<file path="src/rtl/uart_pkg.sv">
// rtl/uart_pkg.sv - shared types, widths and rate helpers for the 8N1 UART
package uart_pkg;
   localparam int DATA_BITS       = 8;
   localparam int DEF_CLK_FREQ_HZ = 10_000_000;
   localparam int DEF_BAUD_0      = 9600;
   localparam int DEF_BAUD_1      = 19200;

   typedef enum logic [1:0] {TX_IDLE, TX_START, TX_DATA, TX_STOP} tx_state_t;
   typedef enum logic [2:0] {RX_IDLE, RX_START, RX_DATA, RX_STOP, RX_WAIT_HIGH} rx_state_t;

   function automatic int clks_per_bit(input int clk_hz, input int baud);
      return (clk_hz + baud / 2) / baud;
   endfunction

   // Timers hold terminal counts (period - 1), so the largest period itself never needs storing.
   function automatic int cnt_width(input int cpb_a, input int cpb_b);
      return $clog2((cpb_a > cpb_b) ? cpb_a : cpb_b);
   endfunction

   localparam int CNT_W = cnt_width(clks_per_bit(DEF_CLK_FREQ_HZ, DEF_BAUD_0),
                                    clks_per_bit(DEF_CLK_FREQ_HZ, DEF_BAUD_1));
endpackage

</file>
<file path="src/rtl/uart_bit_timer.sv">
// rtl/uart_bit_timer.sv - reloadable bit-period down-counter, one per direction
module uart_bit_timer
   import uart_pkg::*;
#(
   parameter int CNT_W_P = CNT_W
) (
   input  logic               clk,
   input  logic               rst_n,
   input  logic               en,
   input  logic               load,
   input  logic [CNT_W_P-1:0] load_val,
   output logic               tick
);
   logic [CNT_W_P-1:0] cnt_q, cnt_d;

   always_comb begin
      cnt_d = cnt_q;
      if (load) begin
         cnt_d = load_val;
      end else if (en && cnt_q != '0) begin
         cnt_d = cnt_q - CNT_W_P'(1);
      end
   end

   always_ff @(posedge clk or negedge rst_n) begin
      if (!rst_n) cnt_q <= '0;
      else        cnt_q <= cnt_d;
   end

   assign tick = en && (cnt_q == '0);
endmodule

</file>
<file path="src/rtl/uart_project.sv">
// rtl/uart_project.sv - full-duplex 8N1 UART with pin-selected baud rate
// Optional: define UART_RX_SYNC_EN to put a 2-flop synchroniser on RxDataIn.
module uart_project
   import uart_pkg::*;
#(
   parameter int CLK_FREQ_HZ = DEF_CLK_FREQ_HZ,
   parameter int BAUD_0      = DEF_BAUD_0,
   parameter int BAUD_1      = DEF_BAUD_1
) (
   input  logic       Clock,
   input  logic       Reset,
   input  logic       BaudRate,
   input  logic       TxDataLoad,
   input  logic [7:0] TxDataIn,
   output logic       TxDataOut,
   input  logic       RxDataIn,
   output logic [7:0] RxDataOut,
   output logic       TxDone,
   output logic       RxDone,
   output logic       RxError
);
   localparam int CPB0 = clks_per_bit(CLK_FREQ_HZ, BAUD_0);
   localparam int CPB1 = clks_per_bit(CLK_FREQ_HZ, BAUD_1);
   localparam int CW   = cnt_width(CPB0, CPB1);
   localparam logic [CW-1:0] FULL0 = CW'(CPB0 - 1);
   localparam logic [CW-1:0] FULL1 = CW'(CPB1 - 1);
   localparam logic [CW-1:0] HALF0 = CW'(CPB0 / 2 - 1);
   localparam logic [CW-1:0] HALF1 = CW'(CPB1 / 2 - 1);
   localparam logic [2:0]    LAST_BIT = 3'(DATA_BITS - 1);

   tx_state_t            tx_state_q, tx_state_d;
   logic [DATA_BITS-1:0] tx_shift_q, tx_shift_d;
   logic [2:0]           tx_bit_q, tx_bit_d;
   logic                 tx_baud_q, tx_baud_d, tx_out_q, tx_out_d, tx_done_q, tx_done_d;
   logic                 tx_tick, tx_load;
   logic [CW-1:0]        tx_load_val;

   rx_state_t            rx_state_q, rx_state_d;
   logic [DATA_BITS-1:0] rx_shift_q, rx_shift_d, rx_data_q, rx_data_d;
   logic [2:0]           rx_bit_q, rx_bit_d;
   logic                 rx_baud_q, rx_baud_d, rx_done_q, rx_done_d, rx_err_q, rx_err_d;
   logic                 rx_tick, rx_load, rx_s;
   logic [CW-1:0]        rx_load_val;

`ifdef UART_RX_SYNC_EN
   logic [1:0] rx_sync_q, rx_sync_d;
   assign rx_sync_d = {rx_sync_q[0], RxDataIn};
   always_ff @(posedge Clock or negedge Reset) begin
      if (!Reset) rx_sync_q <= 2'b11;
      else        rx_sync_q <= rx_sync_d;
   end
   assign rx_s = rx_sync_q[1];
`else
   assign rx_s = RxDataIn;
`endif

   uart_bit_timer #(.CNT_W_P(CW)) u_tx_timer (
      .clk(Clock), .rst_n(Reset), .en(tx_state_q != TX_IDLE),
      .load(tx_load), .load_val(tx_load_val), .tick(tx_tick)
   );

   uart_bit_timer #(.CNT_W_P(CW)) u_rx_timer (
      .clk(Clock), .rst_n(Reset),
      .en(rx_state_q inside {RX_START, RX_DATA, RX_STOP}),
      .load(rx_load), .load_val(rx_load_val), .tick(rx_tick)
   );

   always_ff @(posedge Clock or negedge Reset) begin
      if (!Reset) begin
         tx_state_q <= TX_IDLE;  tx_shift_q <= '0; tx_bit_q <= '0;
         tx_baud_q  <= 1'b0;     tx_out_q   <= 1'b1; tx_done_q <= 1'b0;
         rx_state_q <= RX_IDLE;  rx_shift_q <= '0; rx_data_q <= '0; rx_bit_q <= '0;
         rx_baud_q  <= 1'b0;     rx_done_q  <= 1'b0; rx_err_q <= 1'b0;
      end else begin
         tx_state_q <= tx_state_d; tx_shift_q <= tx_shift_d; tx_bit_q <= tx_bit_d;
         tx_baud_q  <= tx_baud_d;  tx_out_q   <= tx_out_d;   tx_done_q <= tx_done_d;
         rx_state_q <= rx_state_d; rx_shift_q <= rx_shift_d; rx_data_q <= rx_data_d;
         rx_bit_q   <= rx_bit_d;   rx_baud_q  <= rx_baud_d;  rx_done_q <= rx_done_d;
         rx_err_q   <= rx_err_d;
      end
   end

   always_comb begin
      tx_state_d = tx_state_q;
      case (tx_state_q)
         TX_IDLE:  if (TxDataLoad) tx_state_d = TX_START;
         TX_START: if (tx_tick) tx_state_d = TX_DATA;
         TX_DATA:  if (tx_tick && tx_bit_q == LAST_BIT) tx_state_d = TX_STOP;
         TX_STOP:  if (tx_tick) tx_state_d = TX_IDLE;
         default:  tx_state_d = TX_IDLE;
      endcase
   end

   // Line level is registered from the next state so the start bit appears the cycle after the load.
   always_comb begin
      tx_shift_d = tx_shift_q;
      tx_bit_d   = tx_bit_q;
      tx_baud_d  = tx_baud_q;
      tx_load    = 1'b0;
      if (tx_state_q == TX_IDLE && TxDataLoad) begin
         tx_shift_d = TxDataIn;
         tx_bit_d   = '0;
         tx_baud_d  = BaudRate;
         tx_load    = 1'b1;
      end else if (tx_tick) begin
         tx_load = 1'b1;
         if (tx_state_q == TX_DATA) begin
            tx_shift_d = tx_shift_q >> 1;
            tx_bit_d   = tx_bit_q + 3'd1;
         end
      end
      tx_load_val = tx_baud_d ? FULL1 : FULL0;
      case (tx_state_d)
         TX_START: tx_out_d = 1'b0;
         TX_DATA:  tx_out_d = tx_shift_d[0];
         default:  tx_out_d = 1'b1;
      endcase
      tx_done_d = (tx_state_q == TX_STOP) && tx_tick;
   end

   always_comb begin
      rx_state_d = rx_state_q;
      case (rx_state_q)
         RX_IDLE:      if (!rx_s) rx_state_d = RX_START;
         RX_START:     if (rx_tick) rx_state_d = rx_s ? RX_IDLE : RX_DATA;
         RX_DATA:      if (rx_tick && rx_bit_q == LAST_BIT) rx_state_d = RX_STOP;
         RX_STOP:      if (rx_tick) rx_state_d = rx_s ? RX_IDLE : RX_WAIT_HIGH;
         RX_WAIT_HIGH: if (rx_s) rx_state_d = RX_IDLE;
         default:      rx_state_d = RX_IDLE;
      endcase
   end

   // First reload is half a bit so every later tick lands mid-bit.
   always_comb begin
      rx_shift_d  = rx_shift_q;
      rx_data_d   = rx_data_q;
      rx_bit_d    = rx_bit_q;
      rx_baud_d   = rx_baud_q;
      rx_done_d   = 1'b0;
      rx_err_d    = 1'b0;
      rx_load     = 1'b0;
      rx_load_val = rx_baud_q ? FULL1 : FULL0;
      if (rx_state_q == RX_IDLE && !rx_s) begin
         rx_baud_d   = BaudRate;
         rx_bit_d    = '0;
         rx_load     = 1'b1;
         rx_load_val = BaudRate ? HALF1 : HALF0;
      end else if (rx_tick) begin
         rx_load = 1'b1;
         if (rx_state_q == RX_DATA) begin
            rx_shift_d = {rx_s, rx_shift_q[DATA_BITS-1:1]};
            rx_bit_d   = rx_bit_q + 3'd1;
         end
         if (rx_state_q == RX_STOP) begin
            if (rx_s) begin
               rx_data_d = rx_shift_q;
               rx_done_d = 1'b1;
            end else begin
               rx_err_d = 1'b1;
            end
         end
      end
   end

   assign TxDataOut = tx_out_q;
   assign TxDone    = tx_done_q;
   assign RxDataOut = rx_data_q;
   assign RxDone    = rx_done_q;
   assign RxError   = rx_err_q;
endmodule

</file>
<file path="config.mk">
export PLATFORM = sky130hd
export DESIGN_NAME = uart_project
export DESIGN_NICKNAME = d
export VERILOG_FILES = /design/src/rtl/uart_pkg.sv /design/src/rtl/uart_bit_timer.sv /design/src/rtl/uart_project.sv
export SDC_FILE = /design/constraint.sdc
export NUM_CORES = 1
export LEC_CHECK = 0
export BUFFER_PORTS_ARGS = -buffer_cell sky130_fd_sc_hd__buf_2
export CAP_MARGIN = 20
export CORE_ASPECT_RATIO = 0.5
export CORE_MARGIN = 5
export CORE_UTILIZATION = 59
export DETAILED_ROUTE_END_ITERATION = 12
export PLACE_DENSITY = 0.83
export SYNTH_ARGS = -nofsm -noshare
export SYNTH_HDL_FRONTEND = slang
export SYNTH_SLANG_ARGS = --single-unit
</file>
<file path="constraint.sdc">
create_clock -name Clock -period 3.2 [get_ports Clock]
set_clock_uncertainty 0.2 [all_clocks]
set_input_delay 0.64 -clock Clock [delete_from_list [all_inputs] [get_ports Clock]]
set_output_delay 0.64 -clock Clock [all_outputs]
set_load 0.02 [all_outputs]
</file>
==> results.sh, run 1 <==
export IMPL_slew_headroom=0.479
export IMPL_fin_crit_ps=2730
export IMPL_tns_ps=0
export IMPL_wl_met1_mm=2.83
export IMPL_power_frac_seq=0.457
export IMPL_status="complete, no violations"
export IMPL_yosys_top_cells_count="dfrtp_1 (62), nand2_1 (29), nor2_1 (24), o21ai_0 (20), mux2_2 (18)"
export IMPL_routed_via_count=2396
export IMPL_synth_warnings=0
export IMPL_rsz0062_at_grt="no"
export IMPL_syn_inst=299
export IMPL_track_usage=0.201
export IMPL_worst_slew_pin_slew_ps=775
export IMPL_p_leak_uw=0.00168
export IMPL_synth_edf_count=0
export IMPL_synth_top_area_frac=0.498
export IMPL_arrival_ps=2720
export IMPL_row_count=18
export IMPL_htreeDepth=3
export IMPL_ys_ff_latch=63
export IMPL_cts_tree="done"
export IMPL_synth_area_leaders="dfrtp_1 (50%), mux2_2 (6.5%), nand2_1 (3.5%)"
export IMPL_intPower_uw=1680
export IMPL_synth_seq_area_share=0.506
export IMPL_grt_pass1_wl_mm=10.8
export IMPL_combPwrFrac=0.184
export IMPL_io_pin_count=25
export IMPL_antenna_found_initial=0
export IMPL_via_per_inst=5.99
export IMPL_portBuffers=24
export IMPL_hold_violations=0
export IMPL_drc=0
export IMPL_drive_above_1_share=0.224
export IMPL_start_kind="flop"
export IMPL_path_clk_slew_ps=70
export IMPL_postCtsSetupBuffers=0
export IMPL_ys_flop_type="dfrtp_1"
export IMPL_powerDensity_nw_per_um2=668
export IMPL_die_h_um=61.4
export IMPL_wl_per_cell_um=15.6
export IMPL_grt_pass1_vias=2273
export IMPL_avgSynthCellArea_um2=10.4
export IMPL_place_area_um2=3300
export IMPL_grt_max_degree=24
export IMPL_numCtsBuffers=9
export IMPL_grt_overflow=0
export IMPL_firstDrtPassIters=5
export IMPL_worst_setup_path_end_kind="flop"
export IMPL_syn_area_um2=3120
export IMPL_synth_cell_types=56
export IMPL_crit_required_ps=3190
export IMPL_fmax_mhz=367
export IMPL_clock_sinks=63
export IMPL_insertion_delay_ps=340
export IMPL_worstSetupPathType="flop to flop"
export IMPL_clockPowerShare=0.360
export IMPL_slew_viol_final=0
export IMPL_top_layer_used="met4"
export IMPL_switching_power_uw=686
export IMPL_core_um2=5020
export IMPL_cts_resized=0
export IMPL_die_area_um2=6930
export IMPL_globalplace_congestion=0.946
export IMPL_cap_violations=0
export IMPL_diodes=0
export IMPL_wl_met2_mm=2.94
export IMPL_initialDrtViolationCount=227
export IMPL_ir_drop_uv=387
export IMPL_p_sw_frac=0.290
export IMPL_fin_area_um2=3550
export IMPL_hp_class="primary input to asynchronous set/reset pin"
export IMPL_hpwlAfterDp_mm=4.35
export IMPL_crit_fanout=9
export IMPL_clockBufferDepth=2
export IMPL_yosys_area_top_type="dfrtp_1"
export IMPL_start_util=0.621
export IMPL_ctsHoldBuffers=0
export IMPL_setup_viol=0
export IMPL_syn_nets=320
export IMPL_async_reset_ff_frac=1.00
export IMPL_wl_met3_um=406
export IMPL_cts_root_buf="clkbuf_8"
export IMPL_wl_mm=6.24
export IMPL_synth_most_common_cell="dfrtp_1"
export IMPL_stdcell_count=400
export IMPL_synthToLayoutAreaGrowth_pct=13.8
export IMPL_die_w_um=113
export IMPL_ant_nets=0
export IMPL_dp_cells=384
export IMPL_final_net_count=346
export IMPL_fin_crit_sh=0.852
power groups by stage:
stage / sequential [uW] / clock (uW) / combinational, uW
2_1_floorplan: 1050 / 0 / 332
3_3_place_gp: 1080 / 0 / 394
3_5_place_dp: 1090 / 0 / 425
4_1_cts: 1080 / 870 / 433
5_1_grt: 1110 / 908 / 493
6_report: 1080 / 852 / 435
per-layer routing:
layer	up-vias	track usage
met5	-	0
met4	0	0.0736
met3	9	0.0618
met2	83	0.331
met1	1178	0.260
li1	1126	-
cell usage in the layout (no fill, tap or decap), drive strengths merged, types with 2 or more instances in the layout:
cell type and n:
nand2b 2, a221o 2, or3b 3, a31oi 2, nand3 8, xnor2 7
or4 4, bufinv 3, o21ai 21, buf 28, dfrtp 62, a211oi 4
nand4 2, nor3b 2, nor2 24, nor2b 4, o211ai 4, nand2 29
xor2 4, or3 7, mux2i 2, nor4 4, mux2 18, clkbuf 13
inv 10, or2 2, nor3 13, a21oi 8, o31ai 4, ha 8
a22oi 5, and2 2, a21o 2, nand3b 2
state kept, by name, indices dropped and copies added (netlist names), 2 cells and up:
register          flops
RxDataOut             8
rx_shift_q            8
rx_state_q            3
tx_shift_q            8
tx_bit_q              3
rx_bit_q              3
tx_state_q            2
u_rx_timer.cnt_q     11
u_tx_timer.cnt_q     11
worst paths after layout:
check                                    start                   to  slack [ps]  depth (start not counted)
max reg2reg                u_tx_timer.cnt_q[0]  u_tx_timer.cnt_q[4]         470                          7
max                        u_tx_timer.cnt_q[0]  u_tx_timer.cnt_q[4]         470                          7
min in group Clock               tx_shift_q[2]        tx_shift_q[2]         290                          2
min                                      Reset  u_tx_timer.cnt_q[7]          30                          1
min reg2reg                      tx_shift_q[2]        tx_shift_q[2]         290                          2
max in group asynchronous                Reset            TxDataOut        2070                          2
cell type report:
class                   count  area, um2
fillers                   347       1480
repair buffers             28        150
multi-input cells         213       1450
clock inverters             3       90.1
clock buffers              13        159
flip-flops and latches     63       1580
inverters                  10       37.5
well taps                  70       87.6
per-stage QoR:
step | worst slack, ps | utilization | hold WS, ps | power (uW)
6_report | 472 | 0.706 | 31.6 | 2370
5_1_grt | 261 | 0.706 | 52.2 | 2510
4_1_cts | 499 | 0.706 | 31.7 | 2380
3_5_place_dp | 516 | 0.657 | 275 | 1510
3_3_place_gp | 662 | 0.657 | 261 | 1470
2_1_floorplan | 713 | - | 144 | 1380
kinds of logic after synthesis:
group / Yosys count / share of synthesized area
xor gates and xnor gates: 11 / 0.0309
muxes: 20 / 0.0714
DFF: 63 / 0.506
adders and majority gates: 8 / 0.0321
buffers and inverters: 23 / 0.0305
AOI/OAI and AO/OA: 62 / 0.134
and+or+nand+nor: 112 / 0.195
worst max-delay path: stages (launching register included):
cell and delay (ps):
dfrtp_1 410, inv_1 120, ha_1 180, or3b_2 540
nor4b_2 690, a22oi_1 200, o31ai_1 110, o21ai_0 120
Power figures use the tool's default switching activity.
==> run 2: changes to the inputs <==
Settings changed: CORE_UTILIZATION 59 to 39, PLACE_DENSITY 0.83 to 0.6.
==> results.sh, run 2 (synthesized netlist as in run 1, its figures left out) <==
export IMPL_status="complete, no violations"
export IMPL_worst_slew_pin_slew_ps=759
export IMPL_die_area_um2=9990
export IMPL_slew_headroom=0.493
export IMPL_diodes=0
export IMPL_rsz0062_at_grt="no"
export IMPL_row_count=23
export IMPL_via_per_inst=5.27
export IMPL_global_route_usage_met1=0.182
export IMPL_antenna_found_initial=0
export IMPL_reg2reg_slack_ps=530
export IMPL_path_clk_slew_ps=50
export IMPL_slew_viol_final=0
export IMPL_initialDrtViolationCount=226
export IMPL_powerDensity_nw_per_um2=675
export IMPL_track_usage=0.137
export IMPL_grt_pass1_wl_mm=10.9
export IMPL_crit_required_ps=3180
export IMPL_firstDrtPassIters=4
export IMPL_worst_setup_path_end_kind="flop"
export IMPL_ctsHoldBuffers=0
export IMPL_hold_violations=0
export IMPL_drive_above_1_share=0.228
export IMPL_met2_usage=0.218
export IMPL_globalplace_congestion=0.895
export IMPL_core_um2=7890
export IMPL_ir_drop_uv=265
export IMPL_ant_nets=0
export IMPL_drc=0
export IMPL_final_common_cell="dfrtp_1"
export IMPL_hp_class="primary input to asynchronous set/reset pin"
export IMPL_cts_root_buf="clkbuf_16"
export IMPL_arrival_ps=2650
export IMPL_numCtsBuffers=9
export IMPL_io_pin_count=25
export IMPL_clock_sinks=63
export IMPL_setup_viol=0
export IMPL_worstSetupPathType="flop to flop"
export IMPL_start_kind="flop"
export IMPL_p_leak_uw=0.00169
export IMPL_fin_crit_ps=2670
export IMPL_fmax_mhz=375
export IMPL_start_util=0.395
export IMPL_routed_via_count=2325
export IMPL_insertion_delay_ps=320
export IMPL_grt_pass1_vias=2267
export IMPL_wl_mm=6.30
export IMPL_power_uw=2460
export IMPL_cap_violations=0
export IMPL_wl_per_cell_um=14.3
export IMPL_grt_busiest_layer="met2"
export IMPL_fin_crit_sh=0.833
export IMPL_hpwlAfterDp_mm=4.38
export IMPL_cts_resized=0
export IMPL_grt_max_degree=26
export IMPL_portBuffers=24
export IMPL_clockBufferDepth=2
export IMPL_biggestRegsByFlops="u_rx_timer.cnt_q (11), u_tx_timer.cnt_q (11)"
export IMPL_cts_tree="done"
export IMPL_die_w_um=136
export IMPL_htreeDepth=3
export IMPL_grt_overflow=0
export IMPL_tns_ps=0
export IMPL_layout_cells_most_common_list="dfrtp_1 (62), nand2_1 (29), nor2_1 (24), buf_2 (24), o21ai_0 (20)"
export IMPL_final_net_count=345
export IMPL_postCtsSetupBuffers=0
export IMPL_synthToLayoutAreaGrowth_pct=16.8
export IMPL_die_h_um=73.2
export IMPL_fill_cells=732
export IMPL_use_met3=0.0448
export IMPL_crit_fanout=9
run 2: cell count changes in the layout (fill, tap and decap cells not counted), sizes merged:
cell and delta:
clkbuf -4, buf -1, clkinvlp +1, clkinv +5, bufinv -2
run 2: path summary, 6_finish.rpt:
kind | startpoint | end | depth (start not counted)
worst min register to register | tx_shift_q[4] | tx_shift_q[4] | 2
max in group asynchronous | Reset | TxDataOut | 2
worst max-delay path | u_tx_timer.cnt_q[0] | u_tx_timer.cnt_q[4] | 7
min in group Clock | tx_shift_q[4] | tx_shift_q[4] | 2
worst max register to register | u_tx_timer.cnt_q[0] | u_tx_timer.cnt_q[4] | 7
worst min-delay path | Reset | u_tx_timer.cnt_q[5] | 1
run 2: metrics by stage:
stage               std cells  utilization  setup WS, ps  hold slack [ps]  area [um2]
floorplan                 299            -           713              144        3120
global placement          425        0.424           629              261        3340
detailed placement        425        0.424           573              272        3340
CTS                       441        0.462           594              125        3640
global route              441        0.462           411              150        3640
finish                    441        0.462           534              112        3640
run 2: layout make-up:
class,count,area [um2],share of cell area
flip-flops and latches,63,1580,0.433
clock inverters,7,73.8,0.0203
well taps,112,140,0.0385
clock buffers,9,225,0.0618
multi-input cells,213,1450,0.397
repair buffers,27,143,0.0392
inverters,10,37.5,0.0103
run 2: worst max-delay path: stages, from the launching register on:
cell and delay (ps):
dfrtp_1 400, inv_1 130, ha_1 180, or3b_2 540
nor4b_2 670, a22oi_1 200, o31ai_1 100, o21ai_0 90
run 2: metal layers:
metal	vias to the layer above	share of wire
li1	1130	-
met1	1140	0.48
met2	53	0.48
met3	2	0.038
met4	0	0.0051
met5	-	0
run 2: where the power goes:
group	internal, uW	switching, uW
clock	603	351
combinational	186	233
sequential	935	148
==> run 3: changes to the inputs <==
Clock period 3.2 ns to 2.65 ns, I/O delays scaled along.
==> results.sh, run 3 (synthesized netlist as in run 1, its figures left out) <==
export IMPL_setup_viol=0
export IMPL_arrival_ps=2570
export IMPL_hp_class="primary input to asynchronous set/reset pin"
export IMPL_portBuffers=24
export IMPL_wl_mm=6.34
export IMPL_critPathSlowestCell="or4b_1"
export IMPL_worst_slew_pin_slew_ps=454
export IMPL_reg2reg_from="u_rx_timer.cnt_q[0]"
export IMPL_io_pin_count=25
export IMPL_hpwlAfterDp_mm=4.36
export IMPL_max_stage_delay_ps=550
export IMPL_numCtsBuffers=9
export IMPL_crit_buf_inv=1
export IMPL_insertion_delay_ps=320
export IMPL_via_per_inst=5.22
export IMPL_holdWs_ps=20.8
export IMPL_slew_viol_final=0
export IMPL_initialDrtViolationCount=346
export IMPL_tns_ps=0
export IMPL_track_usage=0.138
export IMPL_regToRegEndpoint="u_rx_timer.cnt_q[3]"
export IMPL_ctsHoldBuffers=0
export IMPL_worst_setup_path_end_kind="flop"
export IMPL_crit_required_ps=2690
export IMPL_postCtsSetupBuffers=0
export IMPL_cts_tree="done"
export IMPL_reg2reg_slack_ps=120
export IMPL_final_net_count=353
export IMPL_cp_depth=7
export IMPL_worstSetupPathType="flop to flop"
export IMPL_start_util=0.395
export IMPL_row_count=23
export IMPL_fin_crit_sh=0.956
export IMPL_fmax_mhz=395
export IMPL_die_area_um2=9990
export IMPL_grt_pass1_vias=2300
export IMPL_drc=0
export IMPL_cts_root_buf="clkbuf_16"
export IMPL_start_kind="flop"
export IMPL_clock_sinks=63
export IMPL_p_leak_uw=0.00174
export IMPL_grt_overflow=0
export IMPL_crit_fanout=5
export IMPL_htreeDepth=3
export IMPL_drive_above_1_share=0.241
export IMPL_hold_violations=0
export IMPL_routed_via_count=2338
export IMPL_clockBufferDepth=2
export IMPL_core_um2=7890
export IMPL_antenna_found_initial=0
export IMPL_powerDensity_nw_per_um2=800
export IMPL_die_w_um=136
export IMPL_globalplace_congestion=0.816
export IMPL_cap_violations=0
export IMPL_crit_family="simple AND/OR/NAND/NOR gates"
export IMPL_rsz0062_at_grt="no"
export IMPL_cp_cell_sequence="inv_1, ha_1, or4b_1, or3_1, o21ai_0, o21ai_0, o211ai_1"
export IMPL_grt_pass1_wl_mm=10.8
export IMPL_fill_cells=754
export IMPL_status="complete, no violations"
export IMPL_layout_cells_most_common_list="dfrtp_1 (62), nand2_1 (29), nor2_1 (24), buf_2 (24), o21ai_0 (20)"
export IMPL_ir_drop_uv=383
export IMPL_firstDrtPassIters=5
export IMPL_cts_resized=0
export IMPL_crit_path_start="u_rx_timer.cnt_q[0]"
export IMPL_cp_common_cell="o21ai_0"
export IMPL_die_h_um=73.2
export IMPL_path_clk_slew_ps=50
export IMPL_synthToLayoutAreaGrowth_pct=19.1
export IMPL_biggestRegsByFlops="u_rx_timer.cnt_q (11), u_tx_timer.cnt_q (11)"
export IMPL_slew_headroom=0.694
export IMPL_diodes=0
export IMPL_final_common_cell="dfrtp_1"
export IMPL_r2r_cells=7
export IMPL_wl_per_cell_um=14.1
export IMPL_worstSetupEndpoint="u_rx_timer.cnt_q[3]"
export IMPL_grt_max_degree=64
export IMPL_ant_nets=0
export IMPL_fin_crit_ps=2530
run 3: routing by layer:
layer | wire [um] | GRT usage | vias to the layer above
met5 | 0 | 0 | -
met4 | 112 | 0.0514 | 0
met3 | 271 | 0.0468 | 15
met2 | 3000 | 0.213 | 59
met1 | 2950 | 0.181 | 1126
li1 | - | - | 1138
run 3: report_power, final:
part           switching [uW]  total, uW  internal [uW]
combinational             280        509            229
clock                     383       1150            771
sequential                179       1310           1130
total                     842       2970           2130
run 3: how the worst min path moves through the flow:
stage | from | endpoint | slack [ps] | depth (start not counted)
6_report | Reset | u_tx_timer.cnt_q[6] | 20 | 2
4_1_cts | Reset | u_tx_timer.cnt_q[7] | 30 | 2
5_1_grt | Reset | tx_shift_q[0] | 40 | 2
3_3_place_gp | tx_shift_q[4] | tx_shift_q[4] | 260 | 2
2_1_floorplan | Reset | RxDataOut[0] | 30 | 0
3_5_place_dp | tx_shift_q[4] | tx_shift_q[4] | 270 | 2
run 3: stage by stage:
| step | setup slack (ps) | cell area [um2] | power (uW) | utilization | instances |
|---|---|---|---|---|---|
| 2_1_floorplan | 259 | 3120 | 1670 | - | 299 |
| 3_3_place_gp | 246 | 3420 | 1790 | 0.433 | 433 |
| 3_5_place_dp | 156 | 3420 | 1820 | 0.433 | 433 |
| 4_1_cts | 152 | 3710 | 3000 | 0.471 | 448 |
| 5_1_grt | 2.50 | 3710 | 3160 | 0.471 | 448 |
| 6_report | 117 | 3710 | 2970 | 0.471 | 448 |
run 3: cell type report:
| class | instances | area (um2) | share of cell area |
|---|---|---|---|
| clock buffer | 12 | 256 | 0.0690 |
| clock inverter | 3 | 42.5 | 0.0115 |
| inverter | 10 | 37.5 | 0.0101 |
| multi-input combinational | 213 | 1450 | 0.389 |
| sequential | 63 | 1580 | 0.425 |
| tap | 112 | 140 | 0.0377 |
| timing repair buffer | 35 | 215 | 0.0579 |
